**src/rtl/adder_bist_pkg.sv**
```systemverilog
// Shared definitions for the adder BIST harness: state encoding, LFSR taps,
// counter width and helpers used by the harness and its LFSR.
package adder_bist_pkg;

  localparam int COUNT_W = 32;

  // Taps for x^64 + x^63 + x^61 + x^60 + 1 (bits 63, 62, 60, 59).
  localparam logic [63:0] LFSR_TAPS = 64'hD800_0000_0000_0000;

  // first_fail_idx value meaning "no failure recorded".
  localparam logic [COUNT_W-1:0] FAIL_IDX_NONE = {COUNT_W{1'b1}};

  // FSM state encoding.
  typedef logic [2:0] state_t;
  localparam state_t ST_IDLE   = 3'd0;
  localparam state_t ST_LOAD   = 3'd1;
  localparam state_t ST_SETTLE = 3'd2;
  localparam state_t ST_CHECK  = 3'd3;
  localparam state_t ST_DONE   = 3'd4;

  // One Fibonacci step: shift left, XOR of taps enters bit 0.
  function automatic logic [63:0] lfsr_step(input logic [63:0] s);
    return {s[62:0], ^(s & LFSR_TAPS)};
  endfunction

  // Zero is a lock-up state for this LFSR, so it is replaced by 1.
  function automatic logic [63:0] fix_seed(input logic [63:0] s);
    return (s == 64'h0) ? 64'h1 : s;
  endfunction

  // Saturating counter increment; sticks at all ones.
  function automatic logic [COUNT_W-1:0] sat_inc(input logic [COUNT_W-1:0] c);
    return (c == FAIL_IDX_NONE) ? c : c + 1'b1;
  endfunction

endpackage

```
**src/rtl/adder_bist_if.sv**
```systemverilog
// Bus between the BIST harness and its environment: run control, AUT
// operand/sum path and the result/statistics outputs.
interface adder_bist_if
  import adder_bist_pkg::*;
#(
  parameter int WIDTH = 64
);
  logic               start;
  logic [WIDTH-1:0]   aut_a;
  logic [WIDTH-1:0]   aut_b;
  logic [WIDTH-1:0]   aut_sum;
  logic               busy;
  logic               done;
  logic               all_pass;
  logic [COUNT_W-1:0] pass_count;
  logic [COUNT_W-1:0] fail_count;
  logic [COUNT_W-1:0] first_fail_idx;
  logic [WIDTH-1:0]   first_fail_sum;

  // Harness side: drives operands and results.
  modport master (
    input  start, aut_sum,
    output aut_a, aut_b, busy, done, all_pass,
           pass_count, fail_count, first_fail_idx, first_fail_sum
  );

  // Environment side: launches runs, returns the AUT sum, reads results.
  modport slave (
    output start, aut_sum,
    input  aut_a, aut_b, busy, done, all_pass,
           pass_count, fail_count, first_fail_idx, first_fail_sum
  );
endinterface

```
**src/rtl/bist_lfsr64.sv**
```systemverilog
// 64-bit Fibonacci LFSR that advances two steps at a time so one operand
// pair (q, q_next) is available per vector.
module bist_lfsr64
  import adder_bist_pkg::*;
#(
  parameter logic [63:0] RST_SEED = 64'h1
) (
  input  logic        clk,
  input  logic        rst,
  input  logic        load,
  input  logic [63:0] seed,
  input  logic        step2,
  output logic [63:0] q,
  output logic [63:0] q_next
);

  logic [63:0] lfsr_q, lfsr_d;

  assign q      = lfsr_q;
  assign q_next = lfsr_step(lfsr_q);

  // Reseed takes priority over stepping; otherwise hold.
  always_comb begin
    lfsr_d = lfsr_q;
    if (load) begin
      lfsr_d = fix_seed(seed);
    end else if (step2) begin
      lfsr_d = lfsr_step(q_next);
    end
  end

  // State register, reset to the (zero-corrected) seed.
  always_ff @(posedge clk or posedge rst) begin
    if (rst) begin
      lfsr_q <= fix_seed(RST_SEED);
    end else begin
      lfsr_q <= lfsr_d;
    end
  end

endmodule

```
**src/rtl/adder_bist_harness.sv**
```systemverilog
// Self-test harness for an external adder: applies LFSR operand pairs,
// waits a settle time, compares against a reference sum and keeps stats.
module adder_bist_harness
  import adder_bist_pkg::*;
#(
  parameter int          WIDTH         = 64,
  parameter logic [31:0] NUM_TESTS     = 32'd10000,
  parameter int          SETTLE_CYCLES = 2,
  parameter logic [63:0] SEED          = 64'h5
) (
  input logic          clk,
  input logic          rst,
  adder_bist_if.master bus
);

  state_t             state_q, state_d;
  logic [31:0]        settle_q, settle_d;
  logic [COUNT_W-1:0] idx_q, idx_d;
  logic [COUNT_W-1:0] pass_q, pass_d;
  logic [COUNT_W-1:0] fail_q, fail_d;
  logic [COUNT_W-1:0] ffi_q, ffi_d;
  logic [WIDTH-1:0]   ffs_q, ffs_d;
  logic [WIDTH-1:0]   a_q, a_d;
  logic [WIDTH-1:0]   b_q, b_d;
  logic               busy_q, busy_d;
  logic               done_q, done_d;
  logic               allp_q, allp_d;

  logic               lfsr_load, lfsr_step2;
  logic [63:0]        lfsr_q, lfsr_nxt;
  logic [WIDTH-1:0]   ref_sum;
  logic               unused_lfsr;

  bist_lfsr64 #(.RST_SEED(SEED)) u_lfsr (
    .clk    (clk),
    .rst    (rst),
    .load   (lfsr_load),
    .seed   (SEED),
    .step2  (lfsr_step2),
    .q      (lfsr_q),
    .q_next (lfsr_nxt)
  );

  // Upper LFSR bits are not needed for narrow adders.
  assign unused_lfsr = ^{lfsr_q, lfsr_nxt};

  // Reference sum wraps modulo 2^WIDTH; carry-out is intentionally dropped.
  assign ref_sum = a_q + b_q;

  assign bus.aut_a          = a_q;
  assign bus.aut_b          = b_q;
  assign bus.busy           = busy_q;
  assign bus.done           = done_q;
  assign bus.all_pass       = allp_q;
  assign bus.pass_count     = pass_q;
  assign bus.fail_count     = fail_q;
  assign bus.first_fail_idx = ffi_q;
  assign bus.first_fail_sum = ffs_q;

  // Next-state logic for the FSM, operands and statistics.
  always_comb begin
    state_d    = state_q;
    settle_d   = settle_q;
    idx_d      = idx_q;
    pass_d     = pass_q;
    fail_d     = fail_q;
    ffi_d      = ffi_q;
    ffs_d      = ffs_q;
    a_d        = a_q;
    b_d        = b_q;
    busy_d     = busy_q;
    done_d     = done_q;
    allp_d     = allp_q;
    lfsr_load  = 1'b0;
    lfsr_step2 = 1'b0;
    case (state_q)
      ST_IDLE, ST_DONE: begin
        if (state_q == ST_DONE) begin
          busy_d = 1'b0;
          done_d = 1'b1;
          allp_d = (fail_q == '0);
        end
        // start is only honoured when no run is in progress.
        if (bus.start) begin
          state_d   = ST_LOAD;
          idx_d     = '0;
          pass_d    = '0;
          fail_d    = '0;
          ffi_d     = FAIL_IDX_NONE;
          ffs_d     = '0;
          busy_d    = 1'b1;
          done_d    = 1'b0;
          allp_d    = 1'b0;
          lfsr_load = 1'b1;
        end
      end
      ST_LOAD: begin
        a_d        = lfsr_q[WIDTH-1:0];
        b_d        = lfsr_nxt[WIDTH-1:0];
        lfsr_step2 = 1'b1;
        settle_d   = 32'(SETTLE_CYCLES - 1);
        state_d    = ST_SETTLE;
      end
      ST_SETTLE: begin
        if (settle_q == 32'd0) begin
          state_d = ST_CHECK;
        end else begin
          settle_d = settle_q - 32'd1;
        end
      end
      ST_CHECK: begin
        if (bus.aut_sum == ref_sum) begin
          pass_d = sat_inc(pass_q);
        end else begin
          fail_d = sat_inc(fail_q);
          if (fail_q == '0) begin
            ffi_d = idx_q;
            ffs_d = bus.aut_sum;
          end
        end
        idx_d   = idx_q + 32'd1;
        state_d = (idx_d == NUM_TESTS) ? ST_DONE : ST_LOAD;
      end
      default: state_d = ST_IDLE;
    endcase
  end

  // All state registers; reset aborts any run and clears all results.
  always_ff @(posedge clk or posedge rst) begin
    if (rst) begin
      state_q  <= ST_IDLE;
      settle_q <= '0;
      idx_q    <= '0;
      pass_q   <= '0;
      fail_q   <= '0;
      ffi_q    <= FAIL_IDX_NONE;
      ffs_q    <= '0;
      a_q      <= '0;
      b_q      <= '0;
      busy_q   <= 1'b0;
      done_q   <= 1'b0;
      allp_q   <= 1'b0;
    end else begin
      state_q  <= state_d;
      settle_q <= settle_d;
      idx_q    <= idx_d;
      pass_q   <= pass_d;
      fail_q   <= fail_d;
      ffi_q    <= ffi_d;
      ffs_q    <= ffs_d;
      a_q      <= a_d;
      b_q      <= b_d;
      busy_q   <= busy_d;
      done_q   <= done_d;
      allp_q   <= allp_d;
    end
  end

endmodule

```
**src/flat_wrapper.sv**
```systemverilog
// flat-port wrapper written by rule: the top's interface ports become plain ports
module adder_bist_harness_flat import adder_bist_pkg::*;
#(
  parameter int          WIDTH         = 64,
  parameter logic [31:0] NUM_TESTS     = 32'd10000,
  parameter int          SETTLE_CYCLES = 2,
  parameter logic [63:0] SEED          = 64'h5
)
  (clk, rst, bus_start, bus_aut_sum, bus_aut_a, bus_aut_b, bus_busy, bus_done, bus_all_pass, bus_pass_count, bus_fail_count, bus_first_fail_idx, bus_first_fail_sum);
  adder_bist_if #(.WIDTH(WIDTH)) bus_i ();
  input logic clk;
  input logic rst;
  input wire logic [$bits(bus_i.start)-1:0] bus_start;
  input wire logic [$bits(bus_i.aut_sum)-1:0] bus_aut_sum;
  output wire logic [$bits(bus_i.aut_a)-1:0] bus_aut_a;
  output wire logic [$bits(bus_i.aut_b)-1:0] bus_aut_b;
  output wire logic [$bits(bus_i.busy)-1:0] bus_busy;
  output wire logic [$bits(bus_i.done)-1:0] bus_done;
  output wire logic [$bits(bus_i.all_pass)-1:0] bus_all_pass;
  output wire logic [$bits(bus_i.pass_count)-1:0] bus_pass_count;
  output wire logic [$bits(bus_i.fail_count)-1:0] bus_fail_count;
  output wire logic [$bits(bus_i.first_fail_idx)-1:0] bus_first_fail_idx;
  output wire logic [$bits(bus_i.first_fail_sum)-1:0] bus_first_fail_sum;
  assign bus_i.start = bus_start;
  assign bus_i.aut_sum = bus_aut_sum;
  assign bus_aut_a = bus_i.aut_a;
  assign bus_aut_b = bus_i.aut_b;
  assign bus_busy = bus_i.busy;
  assign bus_done = bus_i.done;
  assign bus_all_pass = bus_i.all_pass;
  assign bus_pass_count = bus_i.pass_count;
  assign bus_fail_count = bus_i.fail_count;
  assign bus_first_fail_idx = bus_i.first_fail_idx;
  assign bus_first_fail_sum = bus_i.first_fail_sum;
  adder_bist_harness #(.WIDTH(WIDTH), .NUM_TESTS(NUM_TESTS), .SETTLE_CYCLES(SETTLE_CYCLES), .SEED(SEED)) u_core (.clk(clk), .rst(rst), .bus(bus_i));
endmodule
```
**config.mk**
```make
export PLATFORM = sky130hd
export DESIGN_NAME = adder_bist_harness_flat
export DESIGN_NICKNAME = d
export VERILOG_FILES = /design/src/rtl/adder_bist_pkg.sv /design/src/rtl/adder_bist_if.sv /design/src/rtl/bist_lfsr64.sv /design/src/rtl/adder_bist_harness.sv /design/src/flat_wrapper.sv
export SDC_FILE = /design/constraint.sdc
export NUM_CORES = 1
export LEC_CHECK = 0
export ABC_AREA = 1
export CORE_MARGIN = 2
export CORE_UTILIZATION = 45
export CTS_BUF_LIST = sky130_fd_sc_hd__clkbuf_4
export CTS_CLUSTER_SIZE = 12
export DETAILED_ROUTE_END_ITERATION = 16
export GPL_TIMING_DRIVEN = 0
export PLACE_DENSITY = 0.71
export SLEW_MARGIN = 20
export SYNTH_ARGS = -nofsm -noshare
export SYNTH_HDL_FRONTEND = slang
export SYNTH_SLANG_ARGS = --single-unit
```
**constraint.sdc**
```tcl
create_clock -name clk -period 14.9 [get_ports clk]
set_input_delay 2.98 -clock clk [delete_from_list [all_inputs] [get_ports clk]]
set_output_delay 2.98 -clock clk [all_outputs]
set_load 0.01 [all_outputs]
```
# ---- Word level (Yosys, flattened, before mapping)
# Index checks and enable logic that the tools add are counted.
dict set report op_classes {
  addsub 5
  n_eq_ne 16
  n_mux 33
  reduce_logical 17
}
# op count
set ops {}
lappend ops {{64-bit two-way mux} 5}
lappend ops {{32-bit case mux with 2 select lines} 5}
lappend ops {{32-bit two-way mux} 9}
lappend ops {{64-bit case mux with 2 select lines} 1}
lappend ops {{64-bit XOR reduction} 2}
lappend ops {{32-bit by 1-bit adder with 32-bit output, second input constant} 3}
lappend ops {{64-bit adder} 1}
lappend ops {{32-bit equality test, second input constant} 2}
lappend ops {{64-bit equality test} 1}
lappend ops {{32-bit zero test} 2}
lappend ops {{32-bit by 14-bit equality test with 1-bit output, second input constant} 1}
lappend ops {{32-bit by 1-bit subtractor with 32-bit output, second input constant} 1}
lappend ops {{3-bit case mux with 4 select lines} 1}
lappend ops {{4-bit AND reduction} 3}
lappend ops {{2-bit inequality test, second input constant} 5}
lappend ops {{1-bit two-way mux} 9}
lappend ops {{3-bit two-way mux} 3}
lappend ops {{2-bit AND reduction} 4}
lappend ops {{2-bit nonzero test} 4}
lappend ops {{3-bit by 2-bit equality test with 1-bit output, second input constant} 2}
lappend ops {{2-bit by 1-bit inequality test with 1-bit output, second input constant} 3}
lappend ops {{3-bit by 1-bit equality test with 1-bit output, second input constant} 1}
lappend ops {{3-bit equality test, second input constant} 1}
lappend ops {{3-bit zero test} 1}
lappend ops {{2-bit OR reduction} 1}
dict set report word_totals {
  regBits 422
  input_bits 67
  out_inout_bits 291
  elab_cells 84
}

# ---- Logic depth before layout (Yosys ltp)
dict set report logic_depth {
  depth_word 4
  mapped_depth 26
  ltp_nobuf 24
}

# ---- Hierarchy
# From an unflattened synthesis, not the netlist that was laid out.
dict set report hier_totals {
  hier_cells 4469
  area_unflattened_um2 29165.5
}
# mod n_inst cells_per_inst area_per_inst_um2 seq_area_each_um2
set by_module_without_submodules {}
lappend by_module_without_submodules {adder_bist_harness 1 3977 25451.9 8998.6}
lappend by_module_without_submodules {bist_lfsr64 1 492 3713.6 1604.0}

# ---- Worst setup path after synthesis
# Ideal clock, no wire load.
dict set report synth_path {
  path_type {input -> register}
  start {in bus_aut_sum[0]}
  end {reg u_core.ffs_q[47] (netlist: u_core.bus.first_fail_sum[47])}
  setup_time_ps 117
  arrival_time_ps 4585
  t_required_ps 14783
  path_slack_ps 10198
  cell_stages 20
  path_cell_list {inv_1 > nand2_1 > nand2_1 > nand2_1 > nor2_1 > nand2_1 > nor2_1 > nand3_1 > nor2_1 > nand3_1 > nor2_1 > nand3_1 > nor2_1 > nand3_1 > nor2_1 > nand3_2 > buf_2 > buf_2 > nand4_1 > nand2_1}
}
dict set report synth_via {
  elab_chain_len 3
}
# item line_no
set synth_rtl {}
lappend synth_rtl {{start, declared} flat_wrapper.sv:14} ;# input wire logic [$bits(bus_i.aut_sum)-1:0] bus_aut_sum;
lappend synth_rtl {{64-bit equality test} adder_bist_harness.sv:112} ;# if (bus.aut_sum == ref_sum) begin
lappend synth_rtl {{2-bit inequality test (no source line)} -}
lappend synth_rtl {{4-bit AND reduction (no source line)} -}
lappend synth_rtl {{end signal, assigned} adder_bist_harness.sv:150} ;# ffs_q <= ffs_d;
lappend synth_rtl {{end, declared} adder_bist_harness.sv:22} ;# logic [WIDTH-1:0] ffs_q, ffs_d;
# Every way passes these cells.
# A chain may end at the register's enable or synchronous reset.

# ---- Final worst setup path
dict set report layout_path {
  start {in bus_start}
  end {reg u_core.pass_q[24] (netlist: u_core.bus.pass_count[24])}
}
dict set report layout_via {
  elab_chain_len 2
}
# item line_no
set layout_rtl {}
lappend layout_rtl {{start, declared} flat_wrapper.sv:13} ;# input wire logic [$bits(bus_i.start)-1:0] bus_start;
lappend layout_rtl {{2-bit inequality test (no source line)} -}
lappend layout_rtl {{4-bit AND reduction (no source line)} -}
lappend layout_rtl {{end signal, assigned} adder_bist_harness.sv:147} ;# pass_q <= pass_d;
lappend layout_rtl {{end, declared} adder_bist_harness.sv:19} ;# logic [COUNT_W-1:0] pass_q, pass_d;
# Every way passes these cells.

==> metrics <==
post-CTS setup buffer count 0; RR Startpoint u_core.bus.aut_b[0]; area grow syn2layout 23.1%; result of the run completed; CP required 15.71 ns; critical path fanouts, max 10; CP arrival 6.53 ns; critical path launch point type input port; Layout fillers 5631; Core Rows 87; synth top area cells dfrtp_1 32%, nand2_1 21%, inv_1 7.9%; Die ar. 58400 um^2; area share of the largest cell type after synthesis 32.0%; grt ovf 0; P per Cell Area 130 nW/um^2; placed cell areas 30000 um^2; post-route clock period utilization 38.4%; Fin Clk Skew 0.0949 ns; Max Slew Vio Count 0; post-route cell area 31300 um^2; dpl ws 8.39 ns; CTS max path bufs 3; final hold vios 0; antenna violations before repair 6; final setup margin 9.18 ns; #FFs+latches synth 359; Post-synth EDFFs 0; WHS Endpoint u_core.bus.first_fail_idx[9]; chip width 242 um; Nets 4465; post-CTS sizing 0; critical setup path kind in2reg; Worst setup EP type register; largest net degree at the start of global routing 104; reg2reg setup slack 10.49 ns; Hold Path Class reg2reg; TritonCTS clock tree yes; RePlAce Congestion 1.01; post-synthesis cell type count 42; Post-Synthesis Cells 3866; hold path depth 2; PortBufs 357; sequential area share after synthesis 35.5%; R2R Path End u_core.bus.first_fail_sum[57]; Worst-Margin Slew 1.13 ns; hold path start u_core.bus.first_fail_idx[9]; CTS HTree Levels 3; DR iter-0 viols 2251; R2R cell count 22; # DRC 0; minimum clock period 5.72 ns; Util after Layout 55.8%; setup violators final 0; first-pass GRT wire length 138000 um; Worst-Skew Late Latency 0.92 ns; clock-pin slew on the worst setup and hold paths 0.06 ns; post-DP HPWL 69100 um; routed vias/inst 5.11; Core Area 56100 um^2; leakage 16.5 nW; Worst VDD drop 97.0 uV; post-route ant nets 0; maxcap violations 0; share of layout cells above drive strength 1 7.14%; vias in the first global route 25100; WHS 0.461 ns; Setup TNS Final 0 ns; DR pass1 iterations 6; unrepaired setup endpoints after global routing no; Die Ht 242 um; # hold bufs at CTS 0; vias 26400; GRT Total Usage 29.8%; Most used DFF post-synth dfrtp_1; Synth warnings 0; I/O pin count 358; Clock Sink Count 359; starting density of the core 45.3%; Worst slew margin 24.4%; cell accounting for the most synthesized area dfrtp_1; CTS Root Buffer Type clkbuf_4; TritonCTS Buffers 100; final wirelength 88000 um; post-synthesis async set-or-reset flop share 100%; Post-Syn Area 25400 um^2; Mean Syn Cell Area 6.57 um^2; DR WL/cell 17.1 um; syn_nets 4002; Max Fclk 175 MHz
-- Yosys cell counts (all sizes together) (12+ instances only) --
master	n
nand2	1432
inv	550
nor2	370
dfrtp	325
nand3	207
nand4	181
xor2	112
buf	111
clkbuf	75
a21oi	73
nor3	73
ha	68
o21ai	50
xnor2	49
nand3b	40
o22ai	40
dfstp	34
nor4	31
o21bai	12
-- worst max path at each step --
stage                   start                            end  slack, ns  depth (start not counted)
floorplan                 rst            u_core.bus.all_pass       2.01                          1
global placement          rst  u_core.bus.first_fail_sum[35]      -2.70                          2
detailed placement  bus_start      u_core.bus.pass_count[24]       8.39                         10
CTS                 bus_start      u_core.bus.pass_count[24]       9.34                         10
global route        bus_start   u_core.bus.first_fail_idx[3]       9.19                         10
finish              bus_start      u_core.bus.pass_count[24]       9.18                         10
-- placed cells by master, fill, tap and decap left out, types with 5 or more instances in the layout --
master	count
xor2_1	112
clkdlybuf4s50_1	357
and2_1	6
a21oi_1	73
dfrtp_1	325
clkbuf_4	140
ha_1	68
nand3_1	204
clkbuf_1	74
dfstp_2	34
nor3_1	69
nor4_1	31
buf_2	26
o22ai_1	40
o21bai_1	12
buf_6	5
xnor2_1	49
nand4_1	181
buf_4	67
o21ai_0	49
inv_1	537
nor2_1	369
inv_2	13
nand3b_1	40
clkinv_1	24
nand2_1	1428
buf_1	14
-- worst max-delay path, cell delays in order --
cell and delay [ns]:
clkdlybuf4s50_1 0.49, inv_1 0.08, nor2_1 0.27, clkinv_1 0.39
nand2_1 0.21, clkbuf_2 0.57, clkbuf_1 0.64, clkbuf_1 0.55
nand4_1 0.23, nand2_1 0.10
-- cell families after synthesis --
logic type / Yosys count / synth area share [%]
and+or+nand+nor: 2350 / 39.1
DFF: 359 / 35.5
xor gates and xnor gates: 162 / 5.64
adders and majority gates: 69 / 3.43
AOI/OAI and AO/OA: 186 / 4.08
buffers and inverters: 740 / 12.2
-- power by group --
| part | switching [mW] | internal, mW |
|---|---|---|
| Clock | 0.449 | 0.466 |
| Combinational | 1.10 | 0.678 |
| Sequential | 0.162 | 1.21 |
-- registers in the layout, indices dropped and copies added, names as in the netlist --
name,flops
u_core.bus.all_pass,1
u_core.bus.aut_a,2
u_core.bus.aut_b,63
u_core.bus.busy,1
u_core.bus.done,1
u_core.bus.fail_count,32
u_core.bus.first_fail_idx,32
u_core.bus.first_fail_sum,64
u_core.bus.pass_count,32
u_core.idx_q,32
u_core.settle_q,32
u_core.state_q,3
u_core.u_lfsr.q,64
-- per-stage QoR --
step | power, mW | std cells
final | 4.07 | 5158
after global routing | 4.34 | 5158
after CTS | 4.08 | 5154
after detailed placement | 3.15 | 4983
after global placement | 3.13 | 4979
after floorplan | 2.36 | 3866
-- layout make-up --
type | count | area, um^2 | share of cell area [%]
flip-flops and latches | 359 | 9030 | 28.9
clock buffers | 140 | 1050 | 3.36
well taps | 756 | 946 | 3.02
clock inverters | 31 | 194 | 0.620
inverters | 554 | 2090 | 6.67
multi-input cells | 2767 | 13300 | 42.5
plain buffers | 186 | 1020 | 3.25
repair buffers | 361 | 3660 | 11.7
diodes | 4 | 10.0 | 0.0320
-- layer usage --
metal | GRT usage, % | part of all wire, % | vias to the layer above
met5 | 0 | 0.034 | -
met4 | 9.99 | 2.7 | 4
met2 | 48.8 | 46 | 889
met1 | 40.4 | 45 | 12200
met3 | 4.53 | 6.6 | 149
li1 | - | - | 13100
(Power assumes the default switching activity.)
